--- src/rtl/demux_sched_pkg.sv ---
// Shared types and constants for the demux_sched round-robin burst scheduler.
package demux_sched_pkg;

   localparam int unsigned NUM_CH = 4;

   typedef enum logic {
      IDLE = 1'b0,
      XFER = 1'b1
   } state_t;

   typedef logic [1:0] ch_t;

endpackage

--- src/rtl/demux_sched_rr_pick.sv ---
// Combinational rotating-priority picker: searches last+1, last+2, last+3, last.
import demux_sched_pkg::*;

module rr_pick (
   input  logic [NUM_CH-1:0] req,
   input  ch_t               last,
   output ch_t               gnt_idx,
   output logic              gnt_any
);

   ch_t w_idx;

   always_comb begin
      gnt_idx = last;
      gnt_any = 1'b0;
      w_idx   = '0;
      // i == NUM_CH wraps back to 'last', giving it lowest priority
      for (int unsigned i = 1; i <= NUM_CH; i++) begin
         w_idx = last + ch_t'(i);
         if (!gnt_any && req[w_idx]) begin
            gnt_idx = w_idx;
            gnt_any = 1'b1;
         end
      end
   end

endmodule

--- src/rtl/demux_sched.sv ---
// Round-robin burst scheduler steering one valid/ready stream to four channels.
import demux_sched_pkg::*;

module demux_sched #(
   parameter int W     = 8,
   parameter int BURST = 4,
   localparam int CW   = (BURST > 1) ? $clog2(BURST) : 1
) (
   input  logic              clk,
   input  logic              rst,
   input  logic [NUM_CH-1:0] en_mask,
   input  logic              in_valid,
   input  logic [W-1:0]      in_data,
   input  logic              in_last,
   output logic              in_ready,
   output logic [NUM_CH-1:0] out_valid,
   output logic [W-1:0]      out_data,
   input  logic [NUM_CH-1:0] out_ready,
   output logic [1:0]        sel,
   output logic              busy,
   output logic [CW-1:0]     beat_cnt
);

   state_t        r_state, w_state_nxt;
   ch_t           r_sel, w_sel_nxt;
   logic [CW-1:0] r_cnt, w_cnt_nxt;

   ch_t  w_gnt_idx;
   logic w_gnt_any;
   logic w_xfer;

   rr_pick u_rr_pick (
      .req     (en_mask & out_ready),
      .last    (r_sel),
      .gnt_idx (w_gnt_idx),
      .gnt_any (w_gnt_any)
   );

   always_ff @(posedge clk or posedge rst) begin
      if (rst) begin
         r_state <= IDLE;
         r_sel   <= 2'd3;
         r_cnt   <= '0;
      end else begin
         r_state <= w_state_nxt;
         r_sel   <= w_sel_nxt;
         r_cnt   <= w_cnt_nxt;
      end
   end

   assign w_xfer = (r_state == XFER) && in_valid && out_ready[r_sel];

   always_comb begin
      w_state_nxt = r_state;
      w_sel_nxt   = r_sel;
      w_cnt_nxt   = r_cnt;
      unique case (r_state)
         IDLE: begin
            if (in_valid && w_gnt_any) begin
               w_sel_nxt   = w_gnt_idx;
               w_cnt_nxt   = '0;
               w_state_nxt = XFER;
            end
         end
         XFER: begin
            if (w_xfer) begin
               if (r_cnt == CW'(BURST - 1) || in_last) begin
                  w_cnt_nxt   = '0;
                  w_state_nxt = IDLE;
               end else begin
                  w_cnt_nxt = r_cnt + CW'(1);
               end
            end
         end
         default: begin
            w_state_nxt = IDLE;
         end
      endcase
   end

   assign out_data  = in_data;
   assign in_ready  = (r_state == XFER) && out_ready[r_sel];
   assign out_valid = ((r_state == XFER) && in_valid) ? (NUM_CH'(1) << r_sel) : '0;
   assign busy      = (r_state == XFER);
   assign sel       = r_sel;
   assign beat_cnt  = r_cnt;

endmodule

--- config.mk ---
export PLATFORM = sky130hd
export DESIGN_NAME = demux_sched
export DESIGN_NICKNAME = d
export VERILOG_FILES = /design/src/rtl/demux_sched_pkg.sv /design/src/rtl/demux_sched_rr_pick.sv /design/src/rtl/demux_sched.sv
export SDC_FILE = /design/constraint.sdc
export NUM_CORES = 1
export LEC_CHECK = 0
export ABC_CLOCK_PERIOD_IN_PS = 2400
export BUFFER_PORTS_ARGS = -buffer_cell sky130_fd_sc_hd__buf_2
export CORE_MARGIN = 3
export CORE_UTILIZATION = 41
export CTS_CLUSTER_DIAMETER = 60
export DETAILED_ROUTE_END_ITERATION = 16
export PLACE_DENSITY = 0.77
export SYNTH_ARGS = -nofsm -noshare
export SYNTH_HDL_FRONTEND = slang
export SYNTH_SLANG_ARGS = --single-unit
--- constraint.sdc ---
create_clock -name clk -period 2.4 [get_ports clk]
set_input_delay 0.12 -clock clk [delete_from_list [all_inputs] [get_ports clk]]
set_output_delay 0.12 -clock clk [all_outputs]
set_load 0.01 [all_outputs]
# == After elaboration in Yosys (flattened, before gate mapping) ==
# Cells that the tools add are included.
# word_totals
wordCells,58
reg_bits,5
# op_classes
mux,26
shifts,1
eq_ne,3
order_cmp,4
n_reduce_logical,14
n_addsub,4
bitwise,3
# ops
operator,n
$lt A2 B3 Y1 const B,4
$mux W1,12
$mux W2,6
$bmux W1 S2,5
$logic_and A1 B1 Y1,7
$add A2 B1 Y2 const B,2
$add A2 B2 Y2 const B,2
$and A4 B4 Y4,1
$mux W4,1
$pmux W2 S2,1
$reduce_and A4 Y1,1
$shl A1 B2 Y4 const A,1
$logic_not A1 Y1,3
$reduce_bool A3 Y1,1
$eq A2 B2 Y1 const B,1
$ne A2 B1 Y1 const B,1
$ne A2 B2 Y1 const B,1
$not A1 Y1,2
$pmux W1 S2,1
$reduce_and A2 Y1,1
$logic_or A1 B1 Y1,1

# == Logic depth before layout (Yosys ltp) ==
# Gate-level depths: netlist of run 1.
# logic_depth
depth_word,16
ltp_mapped,5
depth_no_buf,5

# == Modules after synthesis ==
# A second synthesis of run 1 with hierarchy kept.
# hier_totals
hier_cells,59
area_unflattened_um2,486.7
# by_module_without_submodules
mod,area_per_inst_um2,n_inst,seq_area_each_um2,cells_per_inst
demux_sched,404.1,1,127.6,45
rr_pick,82.6,1,0.0,14

# == Least setup slack after synthesis of run 1 ==
# OpenSTA, ideal clock, no wires.
# synth_path
kind,register -> register
startpoint,"register r_sel[1], in the netlist sel[1]"
endpoint,"register r_cnt[1], in the netlist beat_cnt[1]"
stages_incl_launch_ff,5
setup_slack_ns,0.462
required_ns,2.275
setup_ns,0.125
arrival_time_ns,1.813
path_cell_list,dfstp_2 > mux4_2 > and2_4 > o21a_1 > mux2_4
# synth_via
elab_chain_len,16
elab_cells_between_ends,28
# synth_rtl
item,line_no,source
start: declaration,demux_sched.sv:25,"ch_t r_sel, w_sel_nxt;"
start signal: assignment,demux_sched.sv:46,r_sel <= w_sel_nxt;
$add A2 B1 Y2,demux_sched_rr_pick.sv:19,w_idx = last + ch_t'(i);
$bmux W1 S2,demux_sched_rr_pick.sv:20,if (!gnt_any && req[w_idx]) begin
$mux W1 (implied by the code),demux_sched_rr_pick.sv:20,
$mux W1,demux_sched_rr_pick.sv:20,
$logic_not A1 Y1,demux_sched_rr_pick.sv:20,
$logic_and A1 B1 Y1,demux_sched_rr_pick.sv:20,
$mux W1,demux_sched_rr_pick.sv:20,
$logic_not A1 Y1,demux_sched_rr_pick.sv:20,
$logic_and A1 B1 Y1,demux_sched_rr_pick.sv:20,
$mux W1,demux_sched_rr_pick.sv:20,
$logic_not A1 Y1,demux_sched_rr_pick.sv:20,
$logic_and A1 B1 Y1,demux_sched_rr_pick.sv:20,
$mux W1,demux_sched_rr_pick.sv:20,
$logic_and A1 B1 Y1,demux_sched.sv:59,if (in_valid && w_gnt_any) begin
$ne A2 B2 Y1 (no line),-,
$reduce_and A2 Y1 (no line) *,-,
end signal: assignment,demux_sched.sv:47,r_cnt <= w_cnt_nxt;
end: declaration,demux_sched.sv:26,"logic [CW-1:0] r_cnt, w_cnt_nxt;"
# Mark *: on every way between the ends. The rest lies on a longest branch, timed or not. The select of a mux whose other input is x is not followed.
# A chain may end at the register's enable or synchronous reset.

# == Worst setup path after layout of run 1 ==
# Same ends and word-level chain as after synthesis.

==> results of run 1 <==
[sequential cells by signal (all words and copies together) (netlist names)]
name	flops
busy	1
beat_cnt	2
sel	2
[worst max-delay path by stage]
stage               cells after the start  slack [ps]   start          end
floorplan                               4         460  sel[1]  beat_cnt[1]
global placement                        5         470  sel[0]       sel[0]
detailed placement                      4         430  sel[1]  beat_cnt[1]
CTS                                     4         430  sel[1]  beat_cnt[1]
global route                            5         280  sel[0]       sel[0]
finish                                  4         430  sel[1]  beat_cnt[1]
[layout by cell type, fill, tap and decap left out]
master         count
a41o_1             1
dfrtp_1            3
a21oi_1            3
mux2i_1            1
nand2_1            6
a21o_1             1
a2111oi_0          1
dfstp_2            2
o21ai_0            3
and2_1             2
ha_1               5
nand3b_1           3
nor3_1             2
nand3_1            5
dlygate4sd3_1      1
mux4_1             1
nor2_1             1
buf_2             21
nor4_1             1
mux2_4             1
nor2b_1            1
o21a_1             1
clkbuf_4           3
and3_1             5
nand4_1            2
nand2b_1           1
a32oi_1            1
nor4b_1            1
a41oi_1            1
mux4_2             1
and2_4             1
clkbuf_1           1
and4_1             1
inv_1              3
[per-layer routing]
metal / up-vias / track usage (%) / routed length [um]
met5: - / 0 / 0
met4: 0 / 13.3 / 51
met3: 6 / 4.47 / 148
met2: 30 / 22.6 / 607
met1: 253 / 18.4 / 578
li1: 289 / - / -
[critical path: stages (launching register included)]
cell	delay, ps
dfstp_2	620
mux4_2	560
and2_4	180
o21a_1	200
mux2_4	300
[area by class of cell]
cell class | count | area, sq um | share of cell area [%]
multi-input cells | 53 | 403 | 57.4
flip-flops and latches | 5 | 128 | 18.2
repair buffers | 22 | 115 | 16.4
clock buffers | 4 | 26.3 | 3.74
well taps | 15 | 18.8 | 2.67
inverters | 3 | 11.3 | 1.60
[what timing repair did]
action,CTS,global route
hold endpoints to repair,5,0
hold buffers,1,0
gates resized for setup,0,0
[report_power, final]
part           internal [W]  switching [W]
clock network     0.0000629      0.0000349
logic              0.000216       0.000194
registers          0.000138      0.0000936
total              0.000417       0.000322
[cells by family after synthesis]
| family | share of synthesized area, % |
|---|---|
| mux | 12.0 |
| flops | 20.8 |
| compound gates | 13.3 |
| buf+inv | 13.5 |
| simple gates | 30.2 |
| fa+ha+maj | 10.2 |
[stage by stage]
stage,std cells,utilization [%]
6_report,102,52.0
4_1_cts,102,52.0
3_3_place_gp,97,49.3
2_1_floorplan,72,-
3_5_place_dp,97,49.3
5_1_grt,102,52.0
==> impl_metrics.py, run 1 <==
metrics = {
    "drt": {
        "drc": 0,
        "vias_per_cell": 5.67,
        "antenna_left": 0,
        "wirelength_um": 1390,
        "first_iter_violations": 7,
        "drtPass1Iterations": 4,
        "vias": 578,
        "detail_route.wl_per_cell_um": 13.6,
    },
    "clocking": {
        "clock_latency_ps": 250,
        "cts_buffers": 3,
        "cts_htree_levels": 1,
        "cts_tree": "done",
        "post-cts-setup-buffers": 0,
        "path_clk_slew_ps": 40,
        "cts_max_path_buffers": 2,
        "cts.sinks": 5,
        "root_buffer": "clkbuf_4",
    },
    "cells_and_area": {
        "num-fill-cells": 129,
        "final_area_sq_um": 702,
        "nNetsFinal": 113,
        "area_delta_synth_final_pct": 14.5,
        "antenna-diode-count": 0,
        "drive_gt1_share_pct": 33.3,
    },
    "sta": {
        "slew_headroom_pct": 76.1,
        "post-route-period-util_pct": 82.2,
        "hold_viol_final": 0,
        "fmax_mhz": 507,
        "drv_slew": 0,
        "finalClockSkew_ps": 2.97,
        "setup_violations": 0,
        "whs_ps": 183,
        "finalWorstSetupSlack_ps": 427,
        "rsz0062_at_grt": "false",
        "min_period_ps": 1970,
        "tightest_slew_ps": 350,
        "fin_tns_setup_ps": 0,
    },
    "grt": {
        "grt_pass1_vias": 522,
        "overflow": 0,
        "grt_pass1_wl_um": 2180,
        "antenna_found_initial": 0,
        "grt_use_total_pct": 15.5,
        "grt_max_degree": 19,
    },
    "yosys": {
        "syn-cell-area_sq_um": 613,
        "ys_warn_count": 0,
        "synthFlopType": "dfrtp_1",
        "syn_avg_cell_area_sq_um": 8.52,
        "yosysMostFrequentCell": "buf_4",
        "ys_seq_elements": 5,
        "yosysTopAreaCell": "dfrtp_1",
        "synthDistinctLibCells": 32,
        "netlist_top_cells_area": "dfrtp_1 12%, ha_1 10%, buf_4 9.8%, dfstp_2 8.6%, and3_1 5.1%",
        "synthArstFlopShare_pct": 100,
        "ys_seq_area_share_pct": 20.8,
        "synth_commonest_cells": "8 x buf_4, 6 x nand2_1, 5 x and3_1, 5 x ha_1, 5 x nand3_1",
        "synthCells": 72,
        "synth_edf_count": 0,
        "synth_fp_nets": 97,
        "synth_top_cell_area_share_pct": 12.2,
    },
    "min_path": {
        "hold_start": "in_valid",
        "hp-class": "input pin to flip-flop",
        "hold_end": "busy",
        "hold_depth": 3,
    },
    "floorplan": {
        "core_area_sq_um": 1350,
        "die_y_um": 44.7,
        "ios": 38,
        "die_w_um": 44.7,
        "row_count": 13,
        "start_util_pct": 45.4,
        "dieArea_sq_um": 2000,
    },
    "run_status": {
        "status": "finished clean",
    },
    "worst_setup_path": {
        "cp.required_ps": 2530,
        "startpoint_type": "flip-flop",
        "cp-end-kind": "flip-flop",
        "r2r-end": "beat_cnt[1]",
        "path_class": "flip-flop to flip-flop",
        "reg2reg_setup_slack_ps": 430,
        "cp_max_fo": 9,
        "r2r_start": "sel[1]",
        "worstPathArrival_ps": 2100,
        "reg2regPathDepth": 4,
    },
    "placed_design": {
        "place.gp.congestion": 0.815,
        "portBuffers": 21,
        "pre_cts_ws_ps": 435,
        "dp_hpwl_um": 1070,
        "place_area_sq_um": 666,
    },
    "pwr": {
        "power_w": 0.000739,
        "power_leakage_nw": 0.355,
        "power_density_nw_per_um2": 1050,
        "irDropWorstVdd_mv": 0.699,
    },
    "job": {
        "max_cap_violations": 0,
    },
}
Note: power is estimated with default switching activity, not from simulation.
==> run 2: changes to the inputs <==
--- a/config.mk
+++ b/config.mk
@@ -5,13 +5,14 @@
 export SDC_FILE = /design/constraint.sdc
 export NUM_CORES = 1
 export LEC_CHECK = 0
-export ABC_CLOCK_PERIOD_IN_PS = 2400
+export ABC_AREA = 1
+export ABC_CLOCK_PERIOD_IN_PS = 1900
 export BUFFER_PORTS_ARGS = -buffer_cell sky130_fd_sc_hd__buf_2
 export CORE_MARGIN = 3
-export CORE_UTILIZATION = 41
+export CORE_UTILIZATION = 45
 export CTS_CLUSTER_DIAMETER = 60
 export DETAILED_ROUTE_END_ITERATION = 16
-export PLACE_DENSITY = 0.77
+export PLACE_DENSITY = 0.79
 export SYNTH_ARGS = -nofsm -noshare
 export SYNTH_HDL_FRONTEND = slang
 export SYNTH_SLANG_ARGS = --single-unit
==> constraint.sdc (replaced) <==
create_clock -name clk -period 1.9 [get_ports clk]
set_input_delay 0.095 -clock clk [delete_from_list [all_inputs] [get_ports clk]]
set_output_delay 0.095 -clock clk [all_outputs]
set_load 0.01 [all_outputs]
==> impl_metrics.py, run 2 <==
metrics = {
    "yosys": {
        "netlist_top_cells_area": "nand2_1 11%, nand3_2 11%, dfrtp_1 10%, ha_1 8.3%, buf_4 8.0%",
        "synthFlopType": "dfrtp_1",
        "synth_top_cell_area_share_pct": 11.5,
        "syn_avg_cell_area_sq_um": 7.24,
        "yosysTopAreaCell": "nand2_1",
        "synth_fp_nets": 129,
        "synth_commonest_cells": "23 x nand2_1, 12 x nor2_1, 10 x nand3_1",
        "synth_edf_count": 0,
        "syn-cell-area_sq_um": 753,
        "ys_warn_count": 0,
        "ys_seq_elements": 5,
        "synthArstFlopShare_pct": 100,
        "synthCells": 104,
        "yosysMostFrequentCell": "nand2_1",
        "synthDistinctLibCells": 22,
        "ys_seq_area_share_pct": 16.9,
    },
    "grt": {
        "grt_use_total_pct": 14.6,
        "grt_pass1_wl_um": 2420,
        "grt_pass1_vias": 617,
        "overflow": 0,
        "antenna_found_initial": 0,
        "grt_max_degree": 11,
    },
    "clocking": {
        "cts_buffers": 3,
        "root_buffer": "clkbuf_4",
        "cts.sinks": 5,
        "cts_htree_levels": 1,
        "clock_latency_ps": 240,
        "cts_max_path_buffers": 2,
        "path_clk_slew_ps": 40,
        "cts_tree": "done",
    },
    "cells_and_area": {
        "area_delta_synth_final_pct": 14.3,
        "num-fill-cells": 148,
        "drive_gt1_share_pct": 42.3,
        "multi_input_area_sq_um": 512,
        "antenna-diode-count": 0,
        "final_cell_mix": "23 x nand2_1, 21 x buf_2, 12 x nor2_1",
        "regArea_sq_um": 128,
        "nNetsFinal": 149,
        "layout_commonest_cell": "nand2_1",
    },
    "pwr": {
        "irDropWorstVdd_mv": 0.801,
        "power_leakage_nw": 0.468,
        "power_density_nw_per_um2": 1770,
    },
    "drt": {
        "antenna_left": 0,
        "drc": 0,
        "vias_per_cell": 5.06,
        "wirelength_um": 1520,
        "vias": 703,
        "detail_route.wl_per_cell_um": 10.9,
        "first_iter_violations": 7,
        "drtPass1Iterations": 4,
    },
    "worst_setup_path": {
        "startpoint_type": "flip-flop",
        "cp_max_fo": 10,
        "path_class": "flip-flop to flip-flop",
        "worstPathArrival_ps": 1890,
        "cp.required_ps": 2030,
        "cp-end-kind": "flip-flop",
        "reg2regPathDepth": 10,
    },
    "floorplan": {
        "core_area_sq_um": 1540,
        "die_w_um": 46.9,
        "start_util_pct": 48.9,
        "row_count": 14,
        "dieArea_sq_um": 2200,
        "die_y_um": 46.9,
        "ios": 38,
    },
    "placed_design": {
        "dp_hpwl_um": 1310,
        "place.gp.congestion": 0.792,
        "pre_cts_ws_ps": 30.7,
        "portBuffers": 21,
    },
    "sta": {
        "whs_ps": 115,
        "finalWorstSetupSlack_ps": 135,
        "setup_violations": 0,
        "post-route-period-util_pct": 92.9,
        "min_period_ps": 1770,
        "fin_tns_setup_ps": 0,
        "finalClockSkew_ps": 3.38,
        "hold_viol_final": 0,
        "tightest_slew_ps": 406,
        "drv_slew": 0,
        "slew_headroom_pct": 72.8,
        "rsz0062_at_grt": "false",
        "fmax_mhz": 567,
    },
    "job": {
        "max_cap_violations": 0,
    },
    "min_path": {
        "hp-class": "input pin to flip-flop",
        "hold_depth": 4,
    },
    "run_status": {
        "status": "finished clean",
    },
}
==> run 2: cell types whose count changed in the layout (fill, tap and decap cells not counted), moves of 3 or more <==
cell	previous run	this run
nand3_1	5	10
nor2_1	1	12
nand2_4	0	3
nand2_2	0	4
nand3b_1	3	0
nand2_1	6	23
and3_1	5	0
nand3_2	0	8
o21ai_1	0	3
o21ai_0	3	0
inv_1	3	7
nand3_4	0	3
==> run 2: stage by stage <==
step	instance area (sq um)	util, %	std cells	total power [W]
final	861	55.8	139	0.00153
after global routing	861	55.8	139	0.00168
after CTS	858	55.7	139	0.00153
after detailed placement	822	53.3	134	0.00140
after global placement	822	53.3	134	0.00136
after floorplan	753	-	104	0.00116
==> run 2: power by group <==
group          switching (W)  internal (W)
Clock              0.0000410     0.0000792
Combinational       0.000736      0.000441
Sequential         0.0000563      0.000174
Total               0.000833      0.000695
==> run 2: worst max-delay path, stage by stage, from the launching register on <==
cell	delay [ps]
dfstp_2	580
inv_8	70
ha_2	320
inv_2	80
nand3_1	120
nand2_2	100
nand3_4	90
nand2_4	90
nand3_2	70
nand2_1	80
nand2_1	50
==> run 2: path summary, 6_finish.rpt <==
| check | start | endpoint | slack (ps) |
|---|---|---|---|
| max | sel[0] | beat_cnt[1] | 130 |
| min in group asynchronous | rst | beat_cnt[0] | 300 |
| min | in_last | beat_cnt[0] | 110 |
| max reg2reg | sel[0] | beat_cnt[1] | 130 |
| max in group asynchronous | rst | sel[0] | 1360 |
| min reg2reg | sel[0] | sel[0] | 570 |
==> run 2: routing by layer <==
layer / GRT usage, % / routed length [um] / up-vias
li1: - / - / 371
met1: 18.0 / 665 / 314
met2: 27.1 / 766 / 14
met3: 1.15 / 71 / 4
met4: 3.31 / 14 / 0
met5: 0 / 0 / -
==> run 2: cell families (layout without fill, tap and decap cells) <==
| kind of cell | after synthesis | count (layout) | share of synthesized area [%] |
|---|---|---|---|
| adders and majority gates | 5 | 5 | 8.31 |
| AOI/OAI and AO/OA | 6 | 6 | 4.48 |
| DFF | 5 | 5 | 16.9 |
| and+or+nand+nor | 68 | 68 | 53.7 |
| xor gates and xnor gates | 1 | 1 | 1.16 |
| buffers and inverters | 19 | 38 | 15.4 |
==> run 2: layout make-up <==
| cell class | count | area share (%) |
|---|---|---|
| clock buffer | 4 | 3.05 |
| inverter | 10 | 5.23 |
| multi-input combinational | 80 | 59.4 |
| sequential | 5 | 14.8 |
| tap | 16 | 2.33 |
| timing repair buffer | 24 | 15.1 |
==> run 2: timing repair <==
action | in CTS | in global routing
endpoints found under the setup margin | 0 | 2
gates resized for setup | 0 | 2
hold buffers | 1 | 0
setup buffers | 0 | 0
hold endpoints to repair | 5 | 0
